**src/rtl/gb_cpu_microseq_if.sv**
```systemverilog
// gb_cpu_microseq_if
//   Bundles the decode-side schedule inputs and the datapath-side control outputs
//   of the M-cycle micro-op sequencer.
//   Decode-side signals: sched_steps, sched_len, sched_cb_prefix, cond_not_met,
//                        halt_req, wake, stall
//   Datapath-side signals: ctrl_o, step_o, last_o, cb_prefix_o, halted_o, len_err_o
//   master: the side that drives the schedule and observes the control word (decode/bench).
//   slave:  the sequencer itself.
interface gb_cpu_microseq_if #(
  parameter int CTRL_W    = 48,
  parameter int MAX_STEPS = 8
);
  localparam int STEP_W = $clog2(MAX_STEPS);

  logic [MAX_STEPS*CTRL_W-1:0] sched_steps;
  logic [STEP_W:0]             sched_len;
  logic                        sched_cb_prefix;
  logic                        cond_not_met;
  logic                        halt_req;
  logic                        wake;
  logic                        stall;

  logic [CTRL_W-1:0]           ctrl_o;
  logic [STEP_W-1:0]           step_o;
  logic                        last_o;
  logic                        cb_prefix_o;
  logic                        halted_o;
  logic                        len_err_o;

  modport master (
    output sched_steps, sched_len, sched_cb_prefix, cond_not_met, halt_req, wake, stall,
    input  ctrl_o, step_o, last_o, cb_prefix_o, halted_o, len_err_o
  );

  modport slave (
    input  sched_steps, sched_len, sched_cb_prefix, cond_not_met, halt_req, wake, stall,
    output ctrl_o, step_o, last_o, cb_prefix_o, halted_o, len_err_o
  );
endinterface

```
**src/rtl/gb_cpu_microseq.sv**
```systemverilog
// gb_cpu_microseq
//   Parametrised M-cycle micro-op sequencer. Walks the per-opcode step table supplied
//   by decode and issues one registered control word per M-cycle to the datapath.
//   Supports HALT with wake, conditional abort, step-count overflow flagging and an
//   optional datapath stall.
//   Ports: clk, reset_n (synchronous, active-low), bus (gb_cpu_microseq_if.slave).
//   Build option: define GB_CPU_MICROSEQ_STALL_EN to make bus.stall freeze all state;
//   without it bus.stall is ignored.
//
//   state | meaning
//   RUN   | issuing steps; boundary when remaining == 0 (next cycle loads step 0)
//   HALT  | issuing NOP_CTRL until wake
module gb_cpu_microseq #(
  parameter int                CTRL_W     = 48,
  parameter int                MAX_STEPS  = 8,
  parameter logic [CTRL_W-1:0] FETCH_CTRL = '0,
  parameter logic [CTRL_W-1:0] NOP_CTRL   = '0
) (
  input logic              clk,
  input logic              reset_n,
  gb_cpu_microseq_if.slave bus
);
  localparam int STEP_W = $clog2(MAX_STEPS);

  typedef enum logic {RUN = 1'b0, HALT = 1'b1} state_t;

  state_t              state_q, state_d;
  logic [STEP_W-1:0]   remaining_q, remaining_d;
  logic [CTRL_W-1:0]   ctrl_q, ctrl_d;
  logic [STEP_W-1:0]   step_q, step_d;
  logic                last_q, last_d;
  logic                cb_q, cb_d;
  logic                halted_q, halted_d;
  logic                len_err_q, len_err_d;

  logic [STEP_W-1:0]   step_inc;
  logic                len_over;
  logic                frozen;

  assign step_inc = step_q + 1'b1;
  assign len_over = bus.sched_len > (STEP_W+1)'(MAX_STEPS-1);

`ifdef GB_CPU_MICROSEQ_STALL_EN
  assign frozen = bus.stall;
`else
  logic stall_unused;
  assign stall_unused = bus.stall;
  assign frozen       = 1'b0;
`endif

  always_comb begin
    state_d     = state_q;
    remaining_d = remaining_q;
    ctrl_d      = ctrl_q;
    step_d      = step_q;
    last_d      = last_q;
    cb_d        = cb_q;
    halted_d    = halted_q;
    len_err_d   = len_err_q;

    if (!frozen) begin
      case (state_q)
        RUN: begin
          if (remaining_q == '0) begin
            if (bus.halt_req) begin
              state_d  = HALT;
              ctrl_d   = NOP_CTRL;
              step_d   = '0;
              last_d   = 1'b1;
              halted_d = 1'b1;
              cb_d     = 1'b0;
            end else begin
              ctrl_d = bus.sched_steps[0 +: CTRL_W];
              step_d = '0;
              cb_d   = bus.sched_cb_prefix;
              // Overlong schedules are clamped so the index never runs past the table.
              if (len_over) begin
                remaining_d = STEP_W'(MAX_STEPS-1);
                len_err_d   = 1'b1;
              end else begin
                remaining_d = bus.sched_len[STEP_W-1:0];
              end
              last_d = (remaining_d == '0);
            end
          end else if (bus.cond_not_met) begin
            ctrl_d      = FETCH_CTRL;
            step_d      = '0;
            remaining_d = '0;
            last_d      = 1'b1;
            cb_d        = 1'b0;
          end else begin
            ctrl_d      = bus.sched_steps[step_inc*CTRL_W +: CTRL_W];
            step_d      = step_inc;
            remaining_d = remaining_q - 1'b1;
            last_d      = (remaining_q == STEP_W'(1));
          end
        end
        HALT: begin
          if (bus.wake) begin
            state_d     = RUN;
            ctrl_d      = FETCH_CTRL;
            step_d      = '0;
            remaining_d = '0;
            last_d      = 1'b1;
            halted_d    = 1'b0;
          end else begin
            ctrl_d = NOP_CTRL;
          end
        end
        default: state_d = RUN;
      endcase
    end
  end

  always_ff @(posedge clk) begin
    if (!reset_n) begin
      state_q     <= RUN;
      remaining_q <= '0;
      ctrl_q      <= FETCH_CTRL;
      step_q      <= '0;
      last_q      <= 1'b1;
      cb_q        <= 1'b0;
      halted_q    <= 1'b0;
      len_err_q   <= 1'b0;
    end else begin
      state_q     <= state_d;
      remaining_q <= remaining_d;
      ctrl_q      <= ctrl_d;
      step_q      <= step_d;
      last_q      <= last_d;
      cb_q        <= cb_d;
      halted_q    <= halted_d;
      len_err_q   <= len_err_d;
    end
  end

  assign bus.ctrl_o      = ctrl_q;
  assign bus.step_o      = step_q;
  assign bus.last_o      = last_q;
  assign bus.cb_prefix_o = cb_q;
  assign bus.halted_o    = halted_q;
  assign bus.len_err_o   = len_err_q;
endmodule

```
**src/flat_wrapper.sv**
```systemverilog
// flat-port wrapper written by rule: the top's interface ports become plain ports
module gb_cpu_microseq_flat 
#(
  parameter int                CTRL_W     = 48,
  parameter int                MAX_STEPS  = 8,
  parameter logic [CTRL_W-1:0] FETCH_CTRL = '0,
  parameter logic [CTRL_W-1:0] NOP_CTRL   = '0
)
  (clk, reset_n, bus_sched_steps, bus_sched_len, bus_sched_cb_prefix, bus_cond_not_met, bus_halt_req, bus_wake, bus_stall, bus_ctrl_o, bus_step_o, bus_last_o, bus_cb_prefix_o, bus_halted_o, bus_len_err_o);
  gb_cpu_microseq_if #(.CTRL_W(CTRL_W), .MAX_STEPS(MAX_STEPS)) bus_i ();
  input logic clk;
  input logic reset_n;
  input wire logic [$bits(bus_i.sched_steps)-1:0] bus_sched_steps;
  input wire logic [$bits(bus_i.sched_len)-1:0] bus_sched_len;
  input wire logic [$bits(bus_i.sched_cb_prefix)-1:0] bus_sched_cb_prefix;
  input wire logic [$bits(bus_i.cond_not_met)-1:0] bus_cond_not_met;
  input wire logic [$bits(bus_i.halt_req)-1:0] bus_halt_req;
  input wire logic [$bits(bus_i.wake)-1:0] bus_wake;
  input wire logic [$bits(bus_i.stall)-1:0] bus_stall;
  output wire logic [$bits(bus_i.ctrl_o)-1:0] bus_ctrl_o;
  output wire logic [$bits(bus_i.step_o)-1:0] bus_step_o;
  output wire logic [$bits(bus_i.last_o)-1:0] bus_last_o;
  output wire logic [$bits(bus_i.cb_prefix_o)-1:0] bus_cb_prefix_o;
  output wire logic [$bits(bus_i.halted_o)-1:0] bus_halted_o;
  output wire logic [$bits(bus_i.len_err_o)-1:0] bus_len_err_o;
  assign bus_i.sched_steps = bus_sched_steps;
  assign bus_i.sched_len = bus_sched_len;
  assign bus_i.sched_cb_prefix = bus_sched_cb_prefix;
  assign bus_i.cond_not_met = bus_cond_not_met;
  assign bus_i.halt_req = bus_halt_req;
  assign bus_i.wake = bus_wake;
  assign bus_i.stall = bus_stall;
  assign bus_ctrl_o = bus_i.ctrl_o;
  assign bus_step_o = bus_i.step_o;
  assign bus_last_o = bus_i.last_o;
  assign bus_cb_prefix_o = bus_i.cb_prefix_o;
  assign bus_halted_o = bus_i.halted_o;
  assign bus_len_err_o = bus_i.len_err_o;
  gb_cpu_microseq #(.CTRL_W(CTRL_W), .MAX_STEPS(MAX_STEPS), .FETCH_CTRL(FETCH_CTRL), .NOP_CTRL(NOP_CTRL)) u_core (.clk(clk), .reset_n(reset_n), .bus(bus_i));
endmodule
```
**config.mk**
```make
export PLATFORM = sky130hd
export DESIGN_NAME = gb_cpu_microseq_flat
export DESIGN_NICKNAME = d
export VERILOG_FILES = /design/src/rtl/gb_cpu_microseq_if.sv /design/src/rtl/gb_cpu_microseq.sv /design/src/flat_wrapper.sv
export SDC_FILE = /design/constraint.sdc
export NUM_CORES = 1
export LEC_CHECK = 0
export ABC_CLOCK_PERIOD_IN_PS = 2000
export CORE_AREA = 2 2 177 179
export DETAILED_ROUTE_END_ITERATION = 8
export DIE_AREA = 0 0 179 181
export PLACE_DENSITY = 0.55
export SYNTH_ARGS = -nofsm -noshare
export SYNTH_HDL_FRONTEND = slang
export SYNTH_SLANG_ARGS = --single-unit
```
**constraint.sdc**
```tcl
create_clock -name clk -period 2 [get_ports clk]
set_clock_uncertainty 0.05 [all_clocks]
set_input_delay 0.3 -clock clk [delete_from_list [all_inputs] [get_ports clk]]
set_output_delay 0.3 -clock clk [all_outputs]
set_load 0.02 [all_outputs]
```
==> results of run 1 <==
[worst max-delay path by stage]
stage	start	endpoint	slack [ps]	cells past startpoint
after floorplan	u_core.remaining_q[0]$_SDFFE_PN0P_	u_core.bus.ctrl_o[0]$_SDFF_PP0_	50	8
after global placement	reset_n	u_core.bus.ctrl_o[16]$_SDFF_PP0_	20	5
after detailed placement	reset_n	u_core.bus.ctrl_o[16]$_SDFF_PP0_	10	5
after CTS	u_core.remaining_q[0]$_SDFFE_PN0P_	u_core.bus.ctrl_o[33]$_SDFF_PP0_	3	7
after global routing	u_core.bus.step_o[1]$_SDFFE_PN0P_	u_core.bus.ctrl_o[37]$_SDFF_PP0_	-0.8	6
final	u_core.bus.step_o[1]$_SDFFE_PN0P_	u_core.bus.ctrl_o[37]$_SDFF_PP0_	40	6
[per-layer routing]
metal | wire length [µm] | track usage | vias up | share of wire
li1 | - | - | 3080 | -
met1 | 10300 | 0.172 | 2911 | 0.38
met2 | 13000 | 0.277 | 325 | 0.48
met3 | 2760 | 0.0505 | 51 | 0.10
met4 | 894 | 0.0660 | 0 | 0.033
met5 | 0 | 0 | - | 0
[final cells by class]
| type | instances | area share |
|---|---|---|
| repair buffers | 496 | 0.468 |
| multi-input cells | 443 | 0.349 |
| flip-flops and latches | 59 | 0.110 |
| well taps | 396 | 0.0461 |
| clock buffers | 9 | 0.0210 |
| clock inverters | 7 | 0.00489 |
| inverters | 2 | 0.000699 |
| diodes | 2 | 0.000466 |
[stage by stage]
stage / setup TNS (ps) / util
6_report: 0 / 0.354
5_1_grt: -0.758 / 0.354
4_1_cts: 0 / 0.352
3_5_place_dp: 0 / 0.343
3_3_place_gp: 0 / 0.343
2_1_floorplan: 0 / -
[power groups by stage]
stage | Combinational (mW) | Sequential [mW] | Clock, mW
5_1_grt | 5.85 | 1.67 | 1.65
2_1_floorplan | 2.63 | 2.00 | 0
4_1_cts | 5.47 | 1.64 | 1.61
3_3_place_gp | 5.44 | 1.67 | 0
3_5_place_dp | 5.44 | 1.67 | 0
6_report | 5.46 | 1.64 | 1.51
[worst max-delay path: cells and delay by family, from the launching register on]
family	cells	cell delay, ps
buffers and inverters	2	470
multiplexers	1	210
AO/OA/AOI/OAI	2	380
adder cells (fa/ha/maj)	1	320
flip-flops	1	350
[cell families after synthesis]
logic type | Yosys count | synth area share
compound gates | 165 | 0.252
simple gates | 81 | 0.0757
fa+ha+maj | 4 | 0.00977
flops | 59 | 0.231
buf+inv | 57 | 0.0554
mux | 192 | 0.375
xor+xnor | 1 | 0.00171
[sequential cells by signal, indices dropped and copies added (netlist names)]
name,flops
u_core.bus.cb_prefix_o,1
u_core.bus.ctrl_o,48
u_core.bus.halted_o,1
u_core.bus.last_o,1
u_core.bus.len_err_o,1
u_core.bus.step_o,3
u_core.remaining_q,3
u_core.state_q,1
[Yosys cell counts, types with 4 or more instances]
| cell type | count | area, µm² |
|---|---|---|
| buf_6 | 4 | 45.0 |
| ha_1 | 4 | 50.1 |
| a32o_1 | 48 | 480 |
| mux2i_1 | 192 | 1920 |
| nand2_1 | 51 | 191 |
| o21ai_0 | 5 | 25.0 |
| dfxtp_1 | 59 | 1180 |
| nor2b_1 | 5 | 31.3 |
| a21oi_2 | 20 | 175 |
| clkbuf_1 | 19 | 71.3 |
| nor2_1 | 8 | 30.0 |
| buf_2 | 32 | 160 |
| a22oi_1 | 48 | 360 |
| a21oi_1 | 34 | 170 |
[repair_timing]
item,CTS,global route
cloned,0,0
resized for setup,1,15
setup endpoints to repair,1,47
==> impl_metrics.py, run 1 <==
metrics = {
    "run_status": {
        "status": "finished clean",
    },
    "die": {
        "pin_count": 450,
        "fp.coreArea_um2": 30300,
        "fp.dieH_um": 181,
        "rows": 64,
        "start_util": 0.169,
        "die_w_um": 179,
        "dieArea_um2": 32400,
    },
    "synthesis": {
        "synth_enable_flop_cells": 0,
        "synthArstFlopShare": 0,
        "syn-mean-instance-area_um2": 9.17,
        "netlist_area_um2": 5120,
        "syn-num-nets": 958,
        "ys_seq_elements": 59,
        "ys_warn_count": 0,
        "synth_flop_cell": "dfxtp_1",
        "synth_cells": 559,
        "synth-seq-area-share": 0.231,
        "synth_cell_types": 34,
    },
    "pwr": {
        "pwr-share-clk": 0.176,
        "power.internal_mw": 5.27,
        "total_power_mw": 8.61,
        "p_seq_frac": 0.190,
        "powerDensity_nw_per_um2": 801,
        "p_switching_mw": 3.34,
        "ir_drop_uv": 442,
        "switching_share": 0.388,
        "pwr-share-comb": 0.634,
        "power_leakage_nw": 3.63,
    },
    "place": {
        "io_buffers": 448,
        "gp_congestion": 0.807,
        "hpwlAfterDp_mm": 22.4,
        "placed_area_um2": 10400,
        "preCtsSetupSlack_ps": 11.5,
        "dp_cells": 1396,
    },
    "setup_path": {
        "cp.arrival_ps": 2130,
        "cpPeakStageDelay_ps": 350,
        "reg2reg_from": "u_core.bus.step_o[1]$_SDFFE_PN0P_",
        "crit_type": "register to register",
        "timing.rr.end": "u_core.bus.ctrl_o[37]$_SDFF_PP0_",
        "path_max_fanout": 39,
        "endpoint_kind": "register",
        "r2r_slack_ps": 40,
        "slowest_stage": "dfxtp_1",
        "cp-start-kind": "register",
        "worstRegToRegCells": 6,
        "crit_chain": "ha_4, buf_16, buf_4, mux2i_1, a22oi_1, a32o_1",
        "critPathRequiredTime_ps": 2170,
    },
    "clock_network": {
        "postCtsHoldBufs": 0,
        "clock_sinks": 59,
        "root_buffer": "clkbuf_16",
        "cts.path.max_buffers": 2,
        "h-tree-depth": 3,
        "cts_tree": "done",
        "postCtsSetupBuffers": 0,
        "insertion_delay_ps": 340,
        "cts_inserted_buffers": 9,
        "path_clk_slew_ps": 60,
    },
    "finish": {
        "instances_no_fill": 1414,
        "regArea_um2": 1180,
        "nFillCells": 3180,
        "final_cell_area_um2": 10700,
        "layout-drive-gt1-share": 0.106,
        "multiInputGateArea_um2": 3740,
        "final_common_cell": "clkdlybuf4s50_1",
        "layout.nets": 1410,
        "final_cell_mix": "clkdlybuf4s50_1, mux2i_1, dfxtp_1",
        "area_growth_syn_to_layout_pct": 110,
    },
    "global_route": {
        "track_usage": 0.157,
        "grt_overflow_total": 0,
        "grt_pass1_wl_mm": 38.4,
        "grt_pass1_vias": 6606,
        "antenna_found_initial": 2,
        "grt_max_degree": 40,
    },
    "worst_hold_path": {
        "hold_end": "u_core.bus.len_err_o$_SDFFE_PN0P_",
        "hold_depth": 1,
        "min_path_type": "register to register",
        "min_from": "u_core.bus.len_err_o$_SDFFE_PN0P_",
    },
    "timing": {
        "setup_viol": 0,
        "slew_viol_final": 0,
        "rsz0062_at_grt": "true",
        "tightest_slew_ps": 339,
        "layout_setup_ws_ps": 38.2,
        "hold_viol": 0,
        "max-slew-margin-rel": 0.768,
        "fmax_mhz": 510,
        "fin_crit_sh": 0.981,
        "period_needed_ps": 1960,
        "timing.hold.ws_ps": 414,
    },
    "detailed_routing": {
        "detail_route.wl_per_cell_um": 19.1,
        "vias_per_cell": 4.50,
        "final_antenna_net_count": 0,
        "drt_wl_total_mm": 27.0,
        "remaining_drc_errors": 0,
        "drt_iter0_markers": 229,
        "dr.pass1.iters": 4,
        "vias": 6367,
    },
    "job": {
        "maxCapViolations": 0,
    },
}
Note: power is estimated with default switching activity, not from simulation.
==> run 2, diff against run 1 <==
- PLACE_DENSITY: 0.55 -> 0.47
==> impl_metrics.py, run 2 (synthesis gave the netlist of run 1 again) <==
metrics = {
    "finish": {
        "nFillCells": 3073,
        "layout.nets": 1418,
        "layout-drive-gt1-share": 0.132,
        "area_growth_syn_to_layout_pct": 116,
        "largest_register_ffs": 48,
        "final_cell_area_um2": 11100,
        "utilization": 0.365,
        "final_common_cell": "clkdlybuf4s50_1",
        "final_cell_mix": "clkdlybuf4s50_1, mux2i_1, dfxtp_1",
    },
    "run_status": {
        "status": "finished clean",
    },
    "worst_hold_path": {
        "min_path_type": "register to register",
        "hold_depth": 1,
        "hold_end": "u_core.remaining_q[1]$_SDFFE_PN0P_",
        "min_from": "u_core.remaining_q[1]$_SDFFE_PN0P_",
    },
    "clock_network": {
        "h-tree-depth": 3,
        "cts_inserted_buffers": 9,
        "clock_sinks": 59,
        "path_clk_slew_ps": 60,
        "cts.path.max_buffers": 2,
        "cts_tree": "done",
        "root_buffer": "clkbuf_16",
        "insertion_delay_ps": 340,
    },
    "die": {
        "start_util": 0.169,
        "pin_count": 450,
        "dieArea_um2": 32400,
        "fp.coreArea_um2": 30300,
        "fp.dieH_um": 181,
        "rows": 64,
        "die_w_um": 179,
    },
    "detailed_routing": {
        "drt_wl_total_mm": 29.6,
        "remaining_drc_errors": 0,
        "detail_route.wl_per_cell_um": 20.8,
        "vias_per_cell": 4.44,
        "dr.pass1.iters": 4,
        "drt_iter0_markers": 185,
        "vias": 6309,
        "final_antenna_net_count": 0,
    },
    "global_route": {
        "grt_overflow_total": 0,
        "grt_max_degree": 34,
        "track_usage": 0.167,
        "grt_pass1_wl_mm": 40.4,
        "grt_pass1_vias": 6577,
        "antenna_found_initial": 2,
    },
    "timing": {
        "timing.hold.ws_ps": 412,
        "fin_crit_sh": 0.984,
        "setup_viol": 0,
        "period_needed_ps": 1970,
        "slew_viol_final": 0,
        "finalSetupTns_ps": 0,
        "rsz0062_at_grt": "true",
        "max-slew-margin-rel": 0.775,
        "tightest_slew_ps": 328,
        "hold_viol": 0,
        "fmax_mhz": 508,
    },
    "job": {
        "maxCapViolations": 0,
    },
    "setup_path": {
        "critPathRequiredTime_ps": 2230,
        "crit_chain": "inv_4, ha_4, nor2b_4, or4b_4, buf_6, a21oi_2, a32o_1",
        "endpoint_kind": "register",
        "crit_type": "register to register",
        "worstRegToRegCells": 7,
        "slowest_stage": "or4b_4",
        "cp-start-kind": "register",
        "r2r_slack_ps": 30,
        "cpPeakStageDelay_ps": 670,
        "crit_family": "simple AND/OR/NAND/NOR gates",
        "crit_path_start": "u_core.remaining_q[0]$_SDFFE_PN0P_",
        "timing.rr.end": "u_core.bus.ctrl_o[29]$_SDFF_PP0_",
        "reg2reg_from": "u_core.remaining_q[0]$_SDFFE_PN0P_",
        "path_buf_inv": 2,
        "path_max_fanout": 8,
        "cp.arrival_ps": 2200,
    },
    "place": {
        "io_buffers": 448,
        "hpwlAfterDp_mm": 22.8,
        "gp_congestion": 0.786,
        "placed_area_um2": 10400,
    },
    "pwr": {
        "powerDensity_nw_per_um2": 837,
        "power_leakage_nw": 3.75,
        "ir_drop_uv": 411,
        "total_power_mw": 9.29,
    },
}
==> run 2: cell types whose count changed in the layout (fill, tap and decap cells not counted), moves of 3 or more <==
cell | previous run | this run
buf_6 | 1 | 4
buf_4 | 33 | 29
a21oi_1 | 26 | 9
buf_12 | 13 | 16
a21oi_2 | 28 | 43
clkbuf_16 | 9 | 14
==> run 2: cell type report <==
class	count	area, µm²	area share
multi-input cells	443	3830	0.345
clock inverters	5	61.3	0.00553
well taps	396	495	0.0447
flip-flops and latches	59	1190	0.107
diodes	2	5.00	0.000451
clock buffers	11	253	0.0228
repair buffers	504	5250	0.473
inverters	2	10.0	0.000902
==> run 2: how the worst max path moves through the flow <==
stage | end | depth (start not counted)
floorplan | u_core.bus.ctrl_o[0]$_SDFF_PP0_ | 8
global placement | u_core.bus.ctrl_o[13]$_SDFF_PP0_ | 5
detailed placement | u_core.bus.ctrl_o[10]$_SDFF_PP0_ | 5
CTS | u_core.bus.ctrl_o[29]$_SDFF_PP0_ | 7
global route | u_core.bus.ctrl_o[6]$_SDFF_PP0_ | 7
finish | u_core.bus.ctrl_o[29]$_SDFF_PP0_ | 7
==> run 2: metrics by stage <==
stage | setup WS [ps] | cells
6_report | 31.2 | 1422
4_1_cts | 16.8 | 1409
2_1_floorplan | 49.5 | 559
5_1_grt | -42.5 | 1422
3_3_place_gp | 33.4 | 1393
3_5_place_dp | 4.84 | 1393
==> run 2: report_power, final <==
group | internal (mW) | total [mW] | leakage [nW] | switching [mW]
Sequential | 1.51 | 1.65 | 0.485 | 0.137
Clock | 1.04 | 1.69 | 0.144 | 0.655
Combinational | 3.21 | 5.95 | 3.12 | 2.74
Total | 5.76 | 9.29 | 3.75 | 3.53
==> run 2: worst register-to-register path: cells and delay by family, from the launching register on <==
family / cells / cell delay [ps]
flops: 1 / 360
compound gates: 2 / 300
fa+ha+maj: 1 / 140
simple gates: 2 / 790
buf+inv: 2 / 260
==> run 2: routing by layer <==
layer / share of wire / up-vias / GRT usage
met5: 0 / - / 0
li1: - / 3093 / -
met3: 0.087 / 21 / 0.0482
met4: 0.013 / 0 / 0.0393
met1: 0.40 / 2917 / 0.192
met2: 0.50 / 278 / 0.301
==> run 2: repair_timing <==
item | CTS | global route
resized for setup | 0 | 43
setup buffers | 0 | 4
endpoints found under the hold margin | 0 | 0
setup endpoints to repair | 0 | 46
hold buffers | 0 | 0
